## src/rtl/ether_tx_if.sv

```systemverilog
// ether_tx_if: AXI-stream byte channel feeding the payload into ether_tx.
interface ether_tx_if;
    logic [7:0] s00_axis_tdata;
    logic       s00_axis_tvalid;
    logic       s00_axis_tready;

    modport master (
        output s00_axis_tdata,
        output s00_axis_tvalid,
        input  s00_axis_tready
    );

    modport slave (
        input  s00_axis_tdata,
        input  s00_axis_tvalid,
        output s00_axis_tready
    );
endinterface

```

## src/rtl/ether_tx.sv

```systemverilog
// ether_tx: RMII Ethernet transmitter, one frame per tx_start, one dibit per clk.
// Define ETHER_TX_PAD_EN to zero-pad short payloads up to the 46-byte minimum data field.
module ether_tx #(
    parameter logic [47:0] MAC_ADDRESS = 48'hBEEFDEADFEFE,
    parameter int unsigned IFG_CYCLES  = 48,
    parameter int unsigned MAX_LENGTH  = 1500
) (
    input  logic        clk,
    input  logic        rst,
    input  logic        tx_start,
    input  logic [47:0] tx_dest,
    input  logic [15:0] tx_length,
    ether_tx_if.slave   s00_axis,
    output logic        tx_busy,
    output logic        tx_error,
    output logic [1:0]  ether_txd,
    output logic        ether_txen
);
    localparam int unsigned IDX_W    = 11;
    localparam logic [31:0] CRC_POLY = 32'hEDB88320;
`ifdef ETHER_TX_PAD_EN
    localparam int unsigned PAD_MIN  = 46;
`endif

    typedef enum logic [3:0] {
        IDLE, PREAMBLE, SFD, DEST, SRC, LEN, DATA,
`ifdef ETHER_TX_PAD_EN
        PAD,
`endif
        FCS, IFG
    } state_t;

    state_t             state_q, state_d;
    logic [1:0]         ph_q, ph_d;
    logic [IDX_W-1:0]   idx_q, idx_d;
    logic [47:0]        dest_q, dest_d;
    logic [15:0]        len_q, len_d;
    logic [7:0]         data_q, data_d;
    logic [31:0]        crc_q, crc_d;
    logic               busy_q, busy_d;
    logic               err_q, err_d;
    logic               tready_q, tready_d;
    logic               txen_q, txen_d;
    logic [1:0]         txd_q, txd_d;

    logic [IDX_W-1:0]   last_idx;
    logic [7:0]         tx_byte;
    logic [31:0]        fcs;
    logic               crc_en;
    state_t             after_data;

    // Multi-byte fields go out most-significant byte first.
    function automatic logic [7:0] mac_byte(input logic [47:0] mac, input logic [2:0] i);
        logic [7:0] b;
        case (i)
            3'd0:    b = mac[47:40];
            3'd1:    b = mac[39:32];
            3'd2:    b = mac[31:24];
            3'd3:    b = mac[23:16];
            3'd4:    b = mac[15:8];
            3'd5:    b = mac[7:0];
            default: b = 8'h00;
        endcase
        return b;
    endfunction

    // Reflected CRC-32 advanced by one dibit, bit 0 first as it goes on the wire.
    function automatic logic [31:0] crc_dibit(input logic [31:0] c, input logic [1:0] d);
        logic [31:0] r;
        r = c;
        for (int i = 0; i < 2; i++) begin
            r = (r[0] ^ d[i]) ? ((r >> 1) ^ CRC_POLY) : (r >> 1);
        end
        return r;
    endfunction

    // state_q/ph_q/idx_q always describe the dibit currently on txd_q.
    always_comb begin
        state_d    = state_q;
        ph_d       = ph_q;
        idx_d      = idx_q;
        dest_d     = dest_q;
        len_d      = len_q;
        data_d     = data_q;
        crc_d      = crc_q;
        busy_d     = busy_q;
        err_d      = 1'b0;
        tready_d   = 1'b0;
        txen_d     = 1'b0;
        txd_d      = 2'b00;
        last_idx   = '0;
        tx_byte    = 8'h00;
        crc_en     = 1'b0;
        fcs        = ~crc_q;
        after_data = FCS;
`ifdef ETHER_TX_PAD_EN
        if (len_q < 16'(PAD_MIN)) after_data = PAD;
`endif

        case (state_q)
            PREAMBLE:  last_idx = IDX_W'(6);
            DEST, SRC: last_idx = IDX_W'(5);
            LEN:       last_idx = IDX_W'(1);
            DATA:      last_idx = IDX_W'(len_q - 16'd1);
`ifdef ETHER_TX_PAD_EN
            PAD:       last_idx = IDX_W'(PAD_MIN - 1);
`endif
            FCS:       last_idx = IDX_W'(3);
            IFG:       last_idx = IDX_W'(IFG_CYCLES - 1);
            default:   last_idx = '0;
        endcase

        case (state_q)
            IDLE: begin
                if (tx_start) begin
                    if (tx_length > 16'(MAX_LENGTH)) begin
                        err_d = 1'b1;
                    end else begin
                        state_d = PREAMBLE;
                        ph_d    = '0;
                        idx_d   = '0;
                        dest_d  = tx_dest;
                        len_d   = tx_length;
                        busy_d  = 1'b1;
                        crc_d   = '1;
                    end
                end
            end
            IFG: begin
                if (idx_q == last_idx) begin
                    state_d = IDLE;
                    idx_d   = '0;
                    busy_d  = 1'b0;
                end else begin
                    idx_d = idx_q + IDX_W'(1);
                end
            end
            default: begin
                // An offered fetch slot without tvalid abandons the frame.
                if (tready_q && !s00_axis.s00_axis_tvalid) begin
                    state_d = IFG;
                    ph_d    = '0;
                    idx_d   = '0;
                    err_d   = 1'b1;
                end else if (ph_q != 2'd3) begin
                    ph_d = ph_q + 2'd1;
                end else begin
                    ph_d  = '0;
                    idx_d = idx_q + IDX_W'(1);
                    if (idx_q == last_idx) begin
                        idx_d = '0;
                        case (state_q)
                            PREAMBLE: state_d = SFD;
                            SFD:      state_d = DEST;
                            DEST:     state_d = SRC;
                            SRC:      state_d = LEN;
                            LEN:      state_d = (len_q == '0) ? after_data : DATA;
                            DATA:     state_d = after_data;
`ifdef ETHER_TX_PAD_EN
                            PAD:      state_d = FCS;
`endif
                            FCS:      state_d = IFG;
                            default:  state_d = IDLE;
                        endcase
`ifdef ETHER_TX_PAD_EN
                        // Pad index continues from the payload count up to PAD_MIN-1.
                        if (state_d == PAD) idx_d = IDX_W'(len_q);
`endif
                    end
                end
            end
        endcase

        case (state_d)
            PREAMBLE: tx_byte = 8'h55;
            SFD:      tx_byte = 8'hD5;
            DEST:     tx_byte = mac_byte(dest_q, 3'(idx_d));
            SRC:      tx_byte = mac_byte(MAC_ADDRESS, 3'(idx_d));
            LEN:      tx_byte = idx_d[0] ? len_q[7:0] : len_q[15:8];
            DATA: begin
                if (ph_d == 2'd0) data_d = s00_axis.s00_axis_tdata;
                tx_byte = data_d;
            end
            FCS:      tx_byte = fcs[{idx_d[1:0], 3'b000} +: 8];
            default:  tx_byte = 8'h00;
        endcase

        txen_d = (state_d != IDLE) && (state_d != IFG);
        if (txen_d) txd_d = tx_byte[{ph_d, 1'b0} +: 2];

        case (state_d)
            DEST, SRC, LEN, DATA: crc_en = 1'b1;
`ifdef ETHER_TX_PAD_EN
            PAD:                  crc_en = 1'b1;
`endif
            default:              crc_en = 1'b0;
        endcase
        if (crc_en) crc_d = crc_dibit(crc_q, txd_d);

        // Fetch slot is the last dibit clk of the byte preceding each payload byte.
        if (state_d == LEN && idx_d == IDX_W'(1) && ph_d == 2'd3 && len_q != '0) tready_d = 1'b1;
        if (state_d == DATA && ph_d == 2'd3 && idx_d != IDX_W'(len_q - 16'd1))   tready_d = 1'b1;
    end

    always_ff @(posedge clk) begin
        if (rst) begin
            state_q  <= IDLE;
            ph_q     <= '0;
            idx_q    <= '0;
            dest_q   <= '0;
            len_q    <= '0;
            data_q   <= '0;
            crc_q    <= '1;
            busy_q   <= 1'b0;
            err_q    <= 1'b0;
            tready_q <= 1'b0;
            txen_q   <= 1'b0;
            txd_q    <= 2'b00;
        end else begin
            state_q  <= state_d;
            ph_q     <= ph_d;
            idx_q    <= idx_d;
            dest_q   <= dest_d;
            len_q    <= len_d;
            data_q   <= data_d;
            crc_q    <= crc_d;
            busy_q   <= busy_d;
            err_q    <= err_d;
            tready_q <= tready_d;
            txen_q   <= txen_d;
            txd_q    <= txd_d;
        end
    end

    assign s00_axis.s00_axis_tready = tready_q;
    assign tx_busy    = busy_q;
    assign tx_error   = err_q;
    assign ether_txd  = txd_q;
    assign ether_txen = txen_q;
endmodule
```

## src/flat_wrapper.sv

```systemverilog
// flat-port wrapper written by rule: the top's interface ports become plain ports
module ether_tx_flat 
#(
    parameter logic [47:0] MAC_ADDRESS = 48'hBEEFDEADFEFE,
    parameter int unsigned IFG_CYCLES  = 48,
    parameter int unsigned MAX_LENGTH  = 1500
)
  (clk, rst, tx_start, tx_dest, tx_length, tx_busy, tx_error, ether_txd, ether_txen, s00_axis_s00_axis_tdata, s00_axis_s00_axis_tvalid, s00_axis_s00_axis_tready);
  ether_tx_if s00_axis_i ();
  input  logic clk;
  input  logic rst;
  input  logic tx_start;
  input  logic [47:0] tx_dest;
  input  logic [15:0] tx_length;
  output logic tx_busy;
  output logic tx_error;
  output logic [1:0] ether_txd;
  output logic ether_txen;
  input wire logic [$bits(s00_axis_i.s00_axis_tdata)-1:0] s00_axis_s00_axis_tdata;
  input wire logic [$bits(s00_axis_i.s00_axis_tvalid)-1:0] s00_axis_s00_axis_tvalid;
  output wire logic [$bits(s00_axis_i.s00_axis_tready)-1:0] s00_axis_s00_axis_tready;
  assign s00_axis_i.s00_axis_tdata = s00_axis_s00_axis_tdata;
  assign s00_axis_i.s00_axis_tvalid = s00_axis_s00_axis_tvalid;
  assign s00_axis_s00_axis_tready = s00_axis_i.s00_axis_tready;
  ether_tx #(.MAC_ADDRESS(MAC_ADDRESS), .IFG_CYCLES(IFG_CYCLES), .MAX_LENGTH(MAX_LENGTH)) u_core (.clk(clk), .rst(rst), .tx_start(tx_start), .tx_dest(tx_dest), .tx_length(tx_length), .s00_axis(s00_axis_i), .tx_busy(tx_busy), .tx_error(tx_error), .ether_txd(ether_txd), .ether_txen(ether_txen));
endmodule
```

## config.mk

```make
export PLATFORM = sky130hd
export DESIGN_NAME = ether_tx_flat
export DESIGN_NICKNAME = d
export VERILOG_FILES = /design/src/rtl/ether_tx_if.sv /design/src/rtl/ether_tx.sv /design/src/flat_wrapper.sv
export SDC_FILE = /design/constraint.sdc
export NUM_CORES = 1
export LEC_CHECK = 0
export ABC_CLOCK_PERIOD_IN_PS = 6200
export BUFFER_PORTS_ARGS = -buffer_cell sky130_fd_sc_hd__clkbuf_2
export CAP_MARGIN = 5
export CORE_MARGIN = 2
export CORE_UTILIZATION = 51
export CTS_BUF_LIST = sky130_fd_sc_hd__clkbuf_8
export CTS_CLUSTER_DIAMETER = 60
export DETAILED_ROUTE_END_ITERATION = 8
export GPL_ROUTABILITY_DRIVEN = 0
export PLACE_DENSITY = 0.71
export SYNTH_ARGS = -nofsm -noshare
export SYNTH_HDL_FRONTEND = slang
export SYNTH_SLANG_ARGS = --single-unit
```

## constraint.sdc

```tcl
create_clock -name clk -period 6.2 [get_ports clk]
set_input_delay 1.24 -clock clk [delete_from_list [all_inputs] [get_ports clk]]
set_output_delay 1.24 -clock clk [all_outputs]
set_load 0.02 [all_outputs]
```

# Yosys cells after proc, flatten, opt, wreduce, memory -nomap -nowiden
# Cells that the tools add are included.
word_totals:
  reg_bits: 127
  input_bits: 76
  word_cells: 121
  out_inout_bits: 6
classes:
  n_shift: 2
  n_mux: 44
  addsub: 3
  eq_ne: 30
  n_reduce_logical: 23
  bitwise_logic: 6
  magnitude_cmp: 1
op_table:
  columns: ["cell", "n"]
  rows:
  - ["2-to-1 mux 32 bit", 6]
  - ["one-hot mux 11 bit (6 select lines)", 1]
  - ["one-hot mux 8 bit (7 select lines)", 1]
  - ["2-to-1 mux 11 bit", 5]
  - ["one-hot mux 8 bit (6 select lines)", 1]
  - ["one-hot mux 8 bit (5 select lines)", 1]
  - ["== test 4 x 3 -> 1 bit (second input constant)", 8]
  - ["inverter 32 bit", 1]
  - ["variable part select 32 x 6 -> 8 bit", 1]
  - ["inverter 13 -> 14 bit", 2]
  - ["one-hot mux 4 bit (7 select lines)", 1]
  - ["2-to-1 mux 4 bit", 6]
  - ["one-hot mux 11 bit (2 select lines)", 1]
  - ["== test 4 x 2 -> 1 bit (second input constant)", 4]
  - ["greater-than comparator 16 x 11 -> 1 bit (second input constant)", 1]
  - ["logical NOT 16 bit", 1]
  - ["2-to-1 mux 8 bit", 2]
  - ["nonzero test 16 bit", 1]
  - ["adder 11 x 1 -> 11 bit (second input constant)", 1]
  - ["== test 11 x 1 -> 1 bit (second input constant)", 1]
  - ["== test 11 bit", 1]
  - ["inequality test 11 bit", 1]
  - ["subtractor 11 x 1 -> 11 bit (second input constant)", 1]
  - ["2-to-1 mux 1 bit", 10]
  - ["28 further kinds", 50]

# Depth between registers and ports, before layout
# Gate-level depths: netlist (run 1).
depth:
  ltp_word: 19
  ltp_mapped: 21

# Least setup slack after synthesis (run 1)
# OpenSTA, ideal clock, no wires.
synth_path:
  kind: "register to register"
  startpoint: "register u_core.len_q[3]"
  endpoint: "register u_core.crc_q[23]"
  stages_incl_launch_ff: 17
  slack_ns: 1.291
  path_buffers: 2
  t_arrival_ns: 4.792
  required_ns: 6.083
  path_cell_list: "dfxtp_1 buf_6 or4_4 or4_4 mux2_4 a222oi_1 nand3_2 nor3_2 mux2_2 nor4b_4 a221o_1 a2111oi_4 a211oi_4 buf_6 xnor3_1 xnor2_1 o22a_1"
synth_between:
  elab_chain_len: 18
synth_lines:
  columns: ["item", "line", "source"]
  rows:
  - ["from (decl)", "ether_tx.sv:37", "logic [15:0] len_q, len_d;"]
  - ["from (signal assigned)", "ether_tx.sv:224", "len_q <= len_d;"]
  - ["parallel branches: the longest is 18 deep, another holds subtractor 11 x 1 -> 11 bit", null, null]
  - ["to (signal assigned)", "ether_tx.sv:226", "crc_q <= crc_d;"]
  - ["to (decl)", "ether_tx.sv:39", "logic [31:0] crc_q, crc_d;"]
# Parallel ways; which one is timed is not known.
# A chain may end at the register's enable or synchronous reset.

# Worst setup path after layout (run 1)
layout_path:
  startpoint: "register u_core.len_q[1]"
  endpoint: "register u_core.crc_q[19]"
# Same word-level chain as after synthesis.

==> results, run 1 <==
- The post-detailed-routing wire length is 21800 um.
- The worst setup path is launched from a flip-flop.
- For the worst flop-to-flop path, the logic depth is 18.
- The data required time at the worst endpoint is 6540 ps.
- After clock tree synthesis, the clock-pin slew on the worst setup and hold paths is 80 ps.
- The root buffer cell is clkbuf_8.
- The met3 wire length is 1710 um.
- In this run, post-CTS hold repair placed 0 buffers.
- The CTS tree is built.
- The endpoint arrival time on the critical path is 5860 ps.
- The worst-case IR drop observed on VDD is 128 uV.
- The number of maximum-capacitance constraint violations is 0.
- Traced cell by cell, the critical path runs through inv_1 > ha_1 > or3b_2 > o211a_1 > or3_1 > a211oi_1 > nand3_1 > buf_4 > o31ai_1 > and2_1 > and4_1 > o31a_1 > o211ai_1 > a211oi_4 > buf_4 > xnor3_1 > xnor2_1 > o22a_1.
- The H-tree was split into 4 levels.
- In this run the remaining antenna-violating nets after routing total 0.
- In this run the tightest slew margin relative to its limit is 37.9%.
- The flow ran to the end, and the final reports show no timing, DRC or antenna violations.
- The standard cell with the maximum stage delay on the critical path is or3b_2.
- The number of nets produced by synthesis is 1057.
- The transition time at the pin with the least slew margin is 932 ps.
- The worst setup path is captured at a flip-flop.
- Derived from the worst setup path, the maximum achievable clock frequency is 0.181 GHz.
- The static leakage power is 3.47 nW.
- The number of antenna violations at the first check in global routing came to 0.
- The floorplan step defined a die boundary enclosing 16100 um2.
- The total of buffers placed on input and output ports is 81.
- From synthesis to final layout, the design area changed by 11.9%.
- The via count of the first global-routing pass is 6857.
- The number of antenna cells inserted is 0.
- The number of library cell types mapped by synthesis is 86.
- Of all nets on the critical path, the largest fanout is 14.
- The average vias per placed instance is 6.04.
- No sink is reached through more buffers than the 2 on the longest clock path.
- The mapped netlist covers 7700 um2.
- The number of hold violations in the final report is 0.
- Cells with a size suffix above 1 make up 17.4% of the layout.
- Detailed placement finished with a half-perimeter wire length of 15700 um.
- The path category of the worst min-delay check is reg -> reg.
- The detailed route wirelength on metal2 is 9800 um.
- The post-CTS resize count is 0.
- The number of DRC markers after the initial detailed-route iteration is 702.
- The final clock skew is 11.3 ps.
- The number of synthesized flops with an enable pin is 0.
- The reg2reg setup slack is 670 ps.
- Clock latency on the worst-skew pair, taken at its later pin, is 460 ps.
- Sorting the synthesized cells by area gives the leading types as dfxtp_1 33%, nand2_1 9.7%, a21oi_1 5.6%, mux2i_1 4.3%, xnor2_1 3.9%.
- The number of pins with negative max-slew slack in the final report is 0.
- The endpoint identified for the worst register-to-register timing path is u_core.crc_q[19].
- The total routed wire length on the met1 layer is 9770 um.
- In this run the core area contains 44 standard-cell rows.
- The first-pass GRT wire length is 35800 um.
- The synthesis-stage register bit count is 126.
- The number of warnings printed during yosys synthesis is 0.
- The share of the synthesized area in the top cell type is 32.7%.
- The multi-input logic area is 4850 um2.
- Setup violations remaining at the end of the flow were counted as 0.
- The number of instances in the synthesized netlist is 978.
- Measured along the x axis, the die boundary spans 127 um.
- The sequential cells in the finished layout cover a total of 2520 um2.
- The most frequently used flop master after synthesis is dfxtp_1.
- The routed length per placed instance is 17.7 um.
- Pin placement for this block handled 82 I/O pins.
- Before antenna repair, the detailed router went through 6 iterations.
- The net total in the final layout is 1113.
- For this design the ratio of total power to cell area is 182 nW/um2.
- The average instance in the mapped netlist occupies 7.88 um2.
- The path with the worst hold slack has its endpoint at u_core.dest_q[41].
- The share of the clock period used by the worst path is 89.1%.
- The worst setup path is of the reg -> reg kind.
- The initial utilization of the core area, before any placement, comes to 52.6%.
- On the worst path, the slowest cell contributes a delay of 500 ps.
- The startpoint identified for the worst register-to-register timing path is u_core.len_q[1].
- The startpoint of the tightest hold check path is u_core.dest_q[41].
- Along the worst hold path, the cell count comes to 2.
- Signal routing reaches up to met4.
- Measured on the finished design, the core utilization comes to 58.9%.
- In the final timing run, aggregate negative setup slack is 0 ps.
- The remaining routing DRC violations is 0.
- The most frequent cell on the critical path is buf_4.
- The TritonCTS buffer count is 17.
- The library cell with the largest summed area after synthesis is dfxtp_1.
- The share of the Yosys chip area taken by registers is 32.7%.
- The total routing resource utilization after global routing is 27.8%.
- The vertical extent of the die is 127 um.
- The maximum number of pins on one net before global-route repair is 88.
- For this run the aggregate overflow at the end of global routing stands at 0.
- The share of synthesized flip-flops with an asynchronous set or reset is 0%.
- The number of post-CTS setup repair buffers is 0.
- The number of clock sinks is 126.
- The shortest clock period the worst path allows after layout is 5530 ps.
- The vias after detailed routing is 7438.
- In this run the standard cell core region covers 14600 um2.
- The filler cell count is 1322.
- Setup repair after global routing left no endpoint under its margin.
[cells by family (layout without fill, tap and decap cells)]
group | count (synthesis) | count (layout) | synth area share (%)
simple gates | 418 | 418 | 25.6
flops | 126 | 126 | 32.7
buf+inv | 81 | 150 | 4.43
compound gates | 238 | 238 | 20.5
fa+ha+maj | 3 | 3 | 0.487
mux | 50 | 50 | 6.82
xor+xnor | 62 | 62 | 9.39
[cell usage after synthesis, drive strengths merged (15+ instances only)]
master and n:
xnor2 34, xor2 15, buf 20, nand2 200, nor3 38, o21ai 41
mux2 17, a21oi 86, clkbuf 52, nor2 73, dfxtp 126, nand3 25
and3 20, mux2i 33
[through the flow]
stage          instances  instance area (um2)  total power [mW]  hold slack [ps]  setup slack [ps]
6_report            1231                 8620              1.57              455               673
5_1_grt             1231                 8620              1.63              471               303
4_1_cts             1231                 8620              1.58              457               706
3_5_place_dp        1199                 8250             0.914              446               494
3_3_place_gp        1199                 8250             0.913              443               480
2_1_floorplan        978                 7700             0.876              433              1290
[critical path: cells and delay by family (launching register included)]
kind | cells | cell delay (ps)
AO/OA/AOI/OAI | 7 | 1770
AND/OR/NAND/NOR | 5 | 1870
adder cells (fa/ha/maj) | 1 | 230
buffers and inverters | 3 | 610
flip-flops | 1 | 410
XOR/XNOR | 2 | 490
[area by class of cell]
class	count	share of cell area, %
Clock buffer	18	2.87
Clock inverter	14	1.39
Inverter	9	0.392
Multi-Input combinational cell	771	56.3
Sequential cell	126	29.3
Tap cell	184	2.67
Timing Repair Buffer	109	7.14
[layer usage]
layer  up-vias  global-route usage, %
met5         -                      0
met2       304                   42.9
li1       3588                      -
met1      3501                   38.4
met4         0                   9.95
met3        45                   6.16
[power by group]
| group | total [mW] | internal, mW | switching (mW) |
|---|---|---|---|
| registers | 0.814 | 0.812 | 0.00226 |
| clock network | 0.672 | 0.325 | 0.347 |
| logic | 0.0821 | 0.0365 | 0.0456 |
[state kept, by name, summed over array words and instances (netlist names)]
| signal | flops |
|---|---|
| u_core.crc_q | 32 |
| u_core.data_q | 7 |
| u_core.dest_q | 48 |
| u_core.ether_txd | 2 |
| u_core.ether_txen | 1 |
| u_core.idx_q | 11 |
| u_core.len_q | 16 |
| u_core.ph_q | 2 |
| u_core.s00_axis.s00_axis_tready | 1 |
| u_core.state_q | 4 |
| u_core.tx_busy | 1 |
| u_core.tx_error | 1 |
[how the worst max path moves through the flow]
| stage | to | cells past startpoint | from | slack (ps) |
|---|---|---|---|---|
| floorplan | u_core.crc_q[23] | 16 | u_core.len_q[3] | 1290 |
| global placement | u_core.crc_q[20] | 16 | tx_length[11] | 480 |
| detailed placement | u_core.crc_q[8] | 16 | tx_length[11] | 490 |
| CTS | u_core.crc_q[8] | 18 | u_core.len_q[1] | 710 |
| global route | u_core.crc_q[20] | 18 | u_core.len_q[1] | 300 |
| finish | u_core.crc_q[19] | 18 | u_core.len_q[1] | 670 |
[cell usage in the layout (no fill, tap or decap), types with 4 or more instances in the layout]
cell type  synthesis  layout
and2_1             7       7
nand2_1          199     199
or3_1              6       6
o22a_1            13      13
a21oi_1           86      86
clkinv_4           0       4
or4_1              6       6
and3_1            20      20
xnor3_1           12      12
o21ai_0           39      39
nor2_1            73      73
a22oi_1            7       7
inv_1              8       9
nand4_1            5       5
nor3_1            34      33
nand3_1           24      23
o211ai_1           6       6
clkbuf_2           0      80
nor3_2             3       4
nand2b_1          11      11
buf_4              3      28
mux2i_1           33      33
nor4_1             5       5
a31oi_1            8       8
xnor2_1           34      34
dfxtp_1          126     126
a211oi_1           8       8
xor2_1            15      15
o22ai_1            8       8
clkbuf_8           0      18
a21o_1            11      11
o31ai_1            8       8
clkinv_2           0       4
mux2_2            16      16
and4_1             4       4
Note: power is estimated with default switching activity, not from simulation.
==> inputs of run 2 (changes only) <==
CORE_ASPECT_RATIO = 0.8   (was unset)
CTS_BUF_LIST = sky130_fd_sc_hd__clkbuf_16   (was sky130_fd_sc_hd__clkbuf_8)
==> run 2 against run 1 <==
Sequential share of layout area shrank 0.85 points. Wire length grew 5.7%. Via count grew 1.9%. Largest power group is now the clock network. Global-route usage grew 1.1 points.
==> results, run 2 (synthesized netlist as in run 1, its figures left out) <==
- The register with the most flip-flops is u_core.dest_q.
- The count of cells along the worst hold path is 2.
- The family with the most delay on the worst path is simple AND/OR/NAND/NOR gates.
- The share of layout cells above drive strength 1 is 17.4%.
- The via count of the first global-routing pass is 6757.
- Together, buffers and inverters on the worst path number 1.
- 0 antenna diodes ended up in the layout.
- The post-route antenna net violation count is 0.
- Input and output buffers added on the ports amount to 81.
- Compared with the post-synthesis result, the final layout area differs by 15.2%.
- Once the clock tree was built, the resizer swapped 0 gates to a different size.
- On the critical path, the stage with the largest delay is an instance of dfxtp_1.
- The full die area is 16100 um2.
- The kind of start point of the critical path is a flip-flop.
- The share of the clock period used by the worst path is 92.0%.
- Setup repair after global routing left no endpoint under its margin.
- The final setup violation count is 0.
- The remaining routing DRC violations is 0.
- The number of antenna violations at the first check in global routing is 0.
- The largest registers in the layout are u_core.dest_q: 48 flops, u_core.crc_q: 32 flops, u_core.len_q: 16 flops.
- The startpoint identified for the worst register-to-register timing path is u_core.state_q[2].
- The final-layout setup total negative slack is 0 ps.
- For the worst-skew pair, the clock arrives at the later sink with an insertion delay of 430 ps.
- The net count of the finished layout is 1114.
- The number of optimization iterations in the first detailed-route pass is 8.
- The worst setup path is captured at a flip-flop.
- The number of flip-flops in the largest register is 48.
- The count of cells along the worst register-to-register path is 15.
- The average vias per placed instance is 6.13.
- The root buffer cell chosen for the clock tree is clkbuf_16.
- TritonCTS built the clock tree.
- In the layout the commonest cells are 199 x nand2_1, 126 x dfxtp_1, 86 x a21oi_1.
- The core outline area is 14900 um2.
- Once detailed placement completed, the half-perimeter wirelength came to 16400 um.
- The class of the most critical setup path is reg -> reg.
- The number of setup buffers added after CTS is 0.
- The path category of the worst min-delay check is reg -> reg.
- The transition time at the pin with the least slew margin is 929 ps.
- The number of standard cells in the layout, taps in and fillers out is 1237.
- The worst-case IR drop observed on VDD is 188 uV.
- The number of top-level pins is 82.
- In this run the vertical extent of the chip is 114 um.
- The peak clock frequency supported by timing is 0.175 GHz.
- The initial cell density of the core is 51.7%.
- The max-slew headroom at the worst pin is 38.1%.
- The final layout contains routed wiring with a total length of 23100 um.
- The total routing resource utilization after global routing is 28.9%.
- The die boundary width is 141 um.
- For this block, the initial DRC count from the detailed router was 979.
- The floorplan has 40 rows.
- For this design the ratio of total power to cell area is 219 nW/um2.
- The vias after detailed routing is 7579.
- Traced cell by cell, the critical path runs through or3_1 > nor2_1 > or4_1 > a2111oi_1 > and3_1 > nand4_1 > a211oi_2 > and4_1 > o31a_1 > o211ai_1 > a211oi_4 > buf_4 > xnor2_1 > xor3_1 > a31oi_1.
- The worst register-to-register path ends at u_core.crc_q[30].
- The internal power contribution is 1.49 mW.
- The largest buffer count on any clock path is 2.
- For this run, the slowest stage of the critical path takes 590 ps.
- The number of hold buffers added after cts is 0.
- The share of power burned in the clock network is 53.7%.
- The run finished with clean final reports.
- Overall power consumption after layout is estimated at 1.94 mW.
- The part of the power in registers is 42.0%.
- In this run the worst path has a maximum fanout of 14.
- The shortest clock period the worst path allows after layout is 5710 ps.
- The static leakage power is 3.59 nW.
- The startpoint identified for the worst hold timing path is u_core.dest_q[13].
- The first-pass GRT wire length is 36400 um.
- Net switching is 23.3% of the power.
- The power dissipated by switching net loads is 453 uW.
- The worst hold path terminates at u_core.dest_q[13].
- In this run the register-to-register setup slack is 490 ps.
- The number of clock sinks is 126.
- The routed length per placed instance is 18.6 um.
- On the final layout, the worst clock skew is 11.1 ps.
- The post-CTS clock slew at the launch and capture registers of the worst setup and hold paths is 60 ps.
- Combinational logic burns 4.4% of the power.
- The total overflow left after global routing is 0.
- Leaving out fill and tap cells, the most frequent cell in the layout is nand2_1.
- The data required time at the worst endpoint is 6550 ps.
- Across the run, the number of max-cap violations was 0.
- Including well taps, the total number of placed cells is 1205.
- The number of pins with negative max-slew slack in the final report is 0.
- The endpoint arrival time on the critical path is 6060 ps.
- The H-tree was split into 4 levels.
- The number of hold violations in the final report came to 0.
- The maximum number of pins on one net before global-route repair is 79.
- The TritonCTS buffer count is 17.
==> run 2: tightest hold or removal path, delay by kind of cell, from the launching register on <==
family           cells  cell delay (ps)
AO/OA/AOI/OAI        1               50
AND/OR/NAND/NOR      1               50
flip-flops           1              310
==> run 2: layout make-up <==
cell class	count	area, um2
tap	189	236
clock inverter	15	185
multi-input combinational	771	4850
timing repair buffer	110	623
fill	1378	6040
sequential	126	2520
clock buffer	17	425
inverter	9	33.8
==> run 2: per-layer routing <==
layer | up-vias | track usage [%] | wire [um]
li1 | 3592 | - | -
met1 | 3505 | 42.0 | 10400
met2 | 414 | 42.8 | 9730
met3 | 68 | 6.80 | 2370
met4 | 0 | 8.40 | 566
met5 | - | 0 | 0
==> run 2: metrics by stage <==
step                hold WS (ps)  area, um2  setup WS, ps  util (%)
floorplan                    433       7700          1290         -
global placement             442       8270           393      55.4
global route                 476       8880           147      59.5
finish                       455       8880           494      59.5
detailed placement           445       8270           350      55.4
CTS                          455       8880           581      59.5
==> run 2: worst max-delay path by stage <==
| stage | startpoint | endpoint | cells past startpoint |
|---|---|---|---|
| global route | u_core.state_q[2] | u_core.crc_q[30] | 15 |
| detailed placement | tx_length[11] | u_core.crc_q[30] | 16 |
| CTS | u_core.state_q[2] | u_core.crc_q[30] | 15 |
| global placement | tx_length[11] | u_core.crc_q[30] | 16 |
| floorplan | u_core.len_q[3] | u_core.crc_q[23] | 16 |
| finish | u_core.state_q[2] | u_core.crc_q[30] | 15 |
==> run 2: power by group through the flow <==
stage	Clock, mW	Combinational, mW	Sequential [mW]
floorplan	0	0.0436	0.833
global placement	0	0.0832	0.832
detailed placement	0	0.0831	0.832
CTS	1.05	0.0838	0.815
global route	1.09	0.0918	0.815
finish	1.04	0.0845	0.815
==> inputs of run 3 (changes only) <==
ABC_CLOCK_PERIOD_IN_PS = 6100   (was 6200)
clock period = 6.1 ns   (was 6.2 ns; I/O delays follow)
==> run 3 against run 2 <==
Largest cell class unchanged. First-iteration DRC count decreased by 11%. Combinational power up 2%. Register-to-register slack is essentially flat. Critical endpoint is now u_core.crc_q[19]. Clock skew is essentially flat.
==> results, run 3 (synthesized netlist as in run 1, its figures left out) <==
- The flow ran to the end, and the final reports show no timing, DRC or antenna violations.
- The final setup violation count is 0.
- The register with the most flip-flops in the layout has 48 of them.
- TritonCTS built the clock tree.
- Setup repair after global routing left no endpoint under its margin.
- Walking the worst path, the cells encountered are nand4bb_1 > buf_4 > or4_1 > o211a_1 > a211oi_1 > and3_1 > nand4_1 > a211oi_2 > and4_1 > o31a_1 > o211ai_1 > a211oi_4 > buf_4 > xnor3_1 > xnor2_1 > o22a_1.
- The path category of the worst min-delay check is reg -> reg.
- The routed length per placed instance is 18.5 um.
- The total placed cells including tap cells is 1210.
- The number of pins with negative max-slew slack in the final report came to 0.
- In this run, CTS created clock tree buffers numbering 17.
- The remaining routing DRC violations is 0.
- The remaining global-route overflow is 0.
- The worst setup margin is 505 ps.
- The worst path needs 5600 ps of the cycle, external delays included.
- The number of DRC markers after the initial detailed-route iteration is 872.
- For this design, the slowest cell found on the critical path is dfxtp_1.
- The final-layout setup total negative slack is 0 ps.
- The delay of the slowest cell on the worst path is 660 ps.
- The share of the core filled with cells in the final layout is 59.6%.
- CTS placed an instance of clkbuf_16 at the clock tree root.
- The first global-routing pass estimated 36900 um of wire.
- The number of hold violations in the final report is 0.
- The via count of the first global-routing pass is 6902.
- The core region is 14900 um2.
- The insertion delay of the later-clocked pin in the worst-skew pair is 430 ps.
- Fill cells in the final layout number 1357.
- 0 antenna diodes ended up in the layout.
- The largest buffer count on any clock path is 2.
- Before antenna repair, the detailed router went through 6 iterations.
- The total number of H-tree levels is 4.
- Dividing the final minimum period by the clock period gives 91.7%.
- The register with the most flip-flops in the final layout is u_core.dest_q.
- The worst slack on hold paths is 452 ps.
- The highest net fanout along the worst path is 14.
- The worst slack after detailed placement is 483 ps.
- The number of antenna violations at the first check in global routing came to 0.
- The post-route antenna net violation count is 0.
- The library cell used most frequently in the layout, excluding fill and tap cells, is nand2_1.
- The full die area is 16100 um2.
- By startpoint and endpoint, the worst setup path is classified as reg -> reg.
- The kind of end point of the critical path is a flip-flop.
- The post-CTS resize count is 0.
- The number of hold buffers added after cts is 0.
- The family with the most delay on the worst path is simple AND/OR/NAND/NOR gates.
- The site row count is 40.
- Clock skew on the completed layout was measured at 10.6 ps.
- The number of post-CTS setup repair buffers is 0.
- The average vias per placed instance is 6.07.
- The worst-case IR drop observed on VDD is 194 uV.
- The area of all placed cells without fillers is 8890 um2.
- The transition time at the pin with the least slew margin is 835 ps.
- The total power per unit cell area is 217 nW/um2.
- Summed over all layers, the routed wires come to 23000 um.
- The max-slew headroom at the worst pin is 44.2%.
- The total of buffers placed on input and output ports is 81.
- The area growth from synthesis to layout is 15.4%.
- The most frequent cell on the critical path is buf_4.
- The number of top-level pins is 82.
- The peak clock frequency supported by timing is 0.179 GHz.
- The clock drives 126 sinks.
- The kind of start point of the critical path is a flip-flop.
- Entering global routing, the biggest net connects 79 pins.
- The total routing resource utilization after global routing is 29.3%.
- Summing over every cut layer, the via total after detailed routing is 7537.
- The finished layout holds 1242 standard cells, fillers aside.
- The die is 114 um tall.
- The share of layout cells above drive strength 1 is 17.9%.
- After clock tree synthesis, the clock-pin slew on the worst setup and hold paths is 60 ps.
- The wire-length estimate of the detail-placed layout is 16200 um.
- For this design the static power due to leakage is 3.59 nW.
- The net total in the final layout is 1119.
- Measured along the x axis, the die boundary spans 141 um.
- In the final layout, the registers with the most flip-flops are u_core.dest_q: 48 flops, u_core.crc_q: 32 flops, u_core.len_q: 16 flops.
- The number of maximum-capacitance constraint violations is 0.
- Data on the critical path is required at its endpoint by 6420 ps.
- The count of buffering cells on the critical path with inverters included is 2.
- The power consumption is 1.93 mW.
- STA puts the critical path data arrival time at 5910 ps.
- Leaving out fill and tap cells, the most frequent cells in the layout are 199 x nand2_1, 126 x dfxtp_1, 86 x a21oi_1.
- The initial cell density of the core is 51.7%.
- Once placement finished, the instance area stood at 8300 um2.
## run 3: cell count changes in the layout (fill, tap and decap cells not counted), sizes merged
cell,change
buf,+5
clkinvlp,+2
inv,-2
bufinv,-1
clkinv,+1
## run 3: layout make-up
cell class                      count  area, um2  area share (%)
Multi-Input combinational cell    771       4850            54.5
Inverter                            9       33.8           0.380
Tap cell                          189        236            2.66
Clock inverter                     15        163            1.83
Timing Repair Buffer              115        661            7.43
Sequential cell                   126       2520            28.4
Clock buffer                       17        425            4.78
## run 3: worst min-delay path: cells and delay by family, from the launching register on
kind / cells / cell delay (ps)
AOI/OAI and AO/OA: 1 / 50
DFF: 1 / 300
and+or+nand+nor: 1 / 50
## run 3: where the power goes
group          switching, mW  internal, mW
Combinational         0.0486        0.0373
Sequential           0.00228         0.826
Clock                  0.406         0.607
Total                  0.457          1.47
## run 3: final timing paths
check / startpoint / to / slack, ps / cells past startpoint
setup reg to reg: u_core.state_q[2] / u_core.crc_q[19] / 500 / 16
hold reg to reg: u_core.dest_q[39] / u_core.dest_q[39] / 450 / 2
hold / removal: u_core.dest_q[39] / u_core.dest_q[39] / 450 / 2
setup / recovery: u_core.state_q[2] / u_core.crc_q[19] / 500 / 16
## run 3: per-layer routing
metal / track usage (%) / up-vias / share of wire (%)
li1: - / 3597 / -
met1: 42.0 / 3499 / 45
met2: 43.6 / 395 / 43
met3: 6.88 / 46 / 9.7
met4: 9.60 / 0 / 2.1
met5: 0 / - / 0
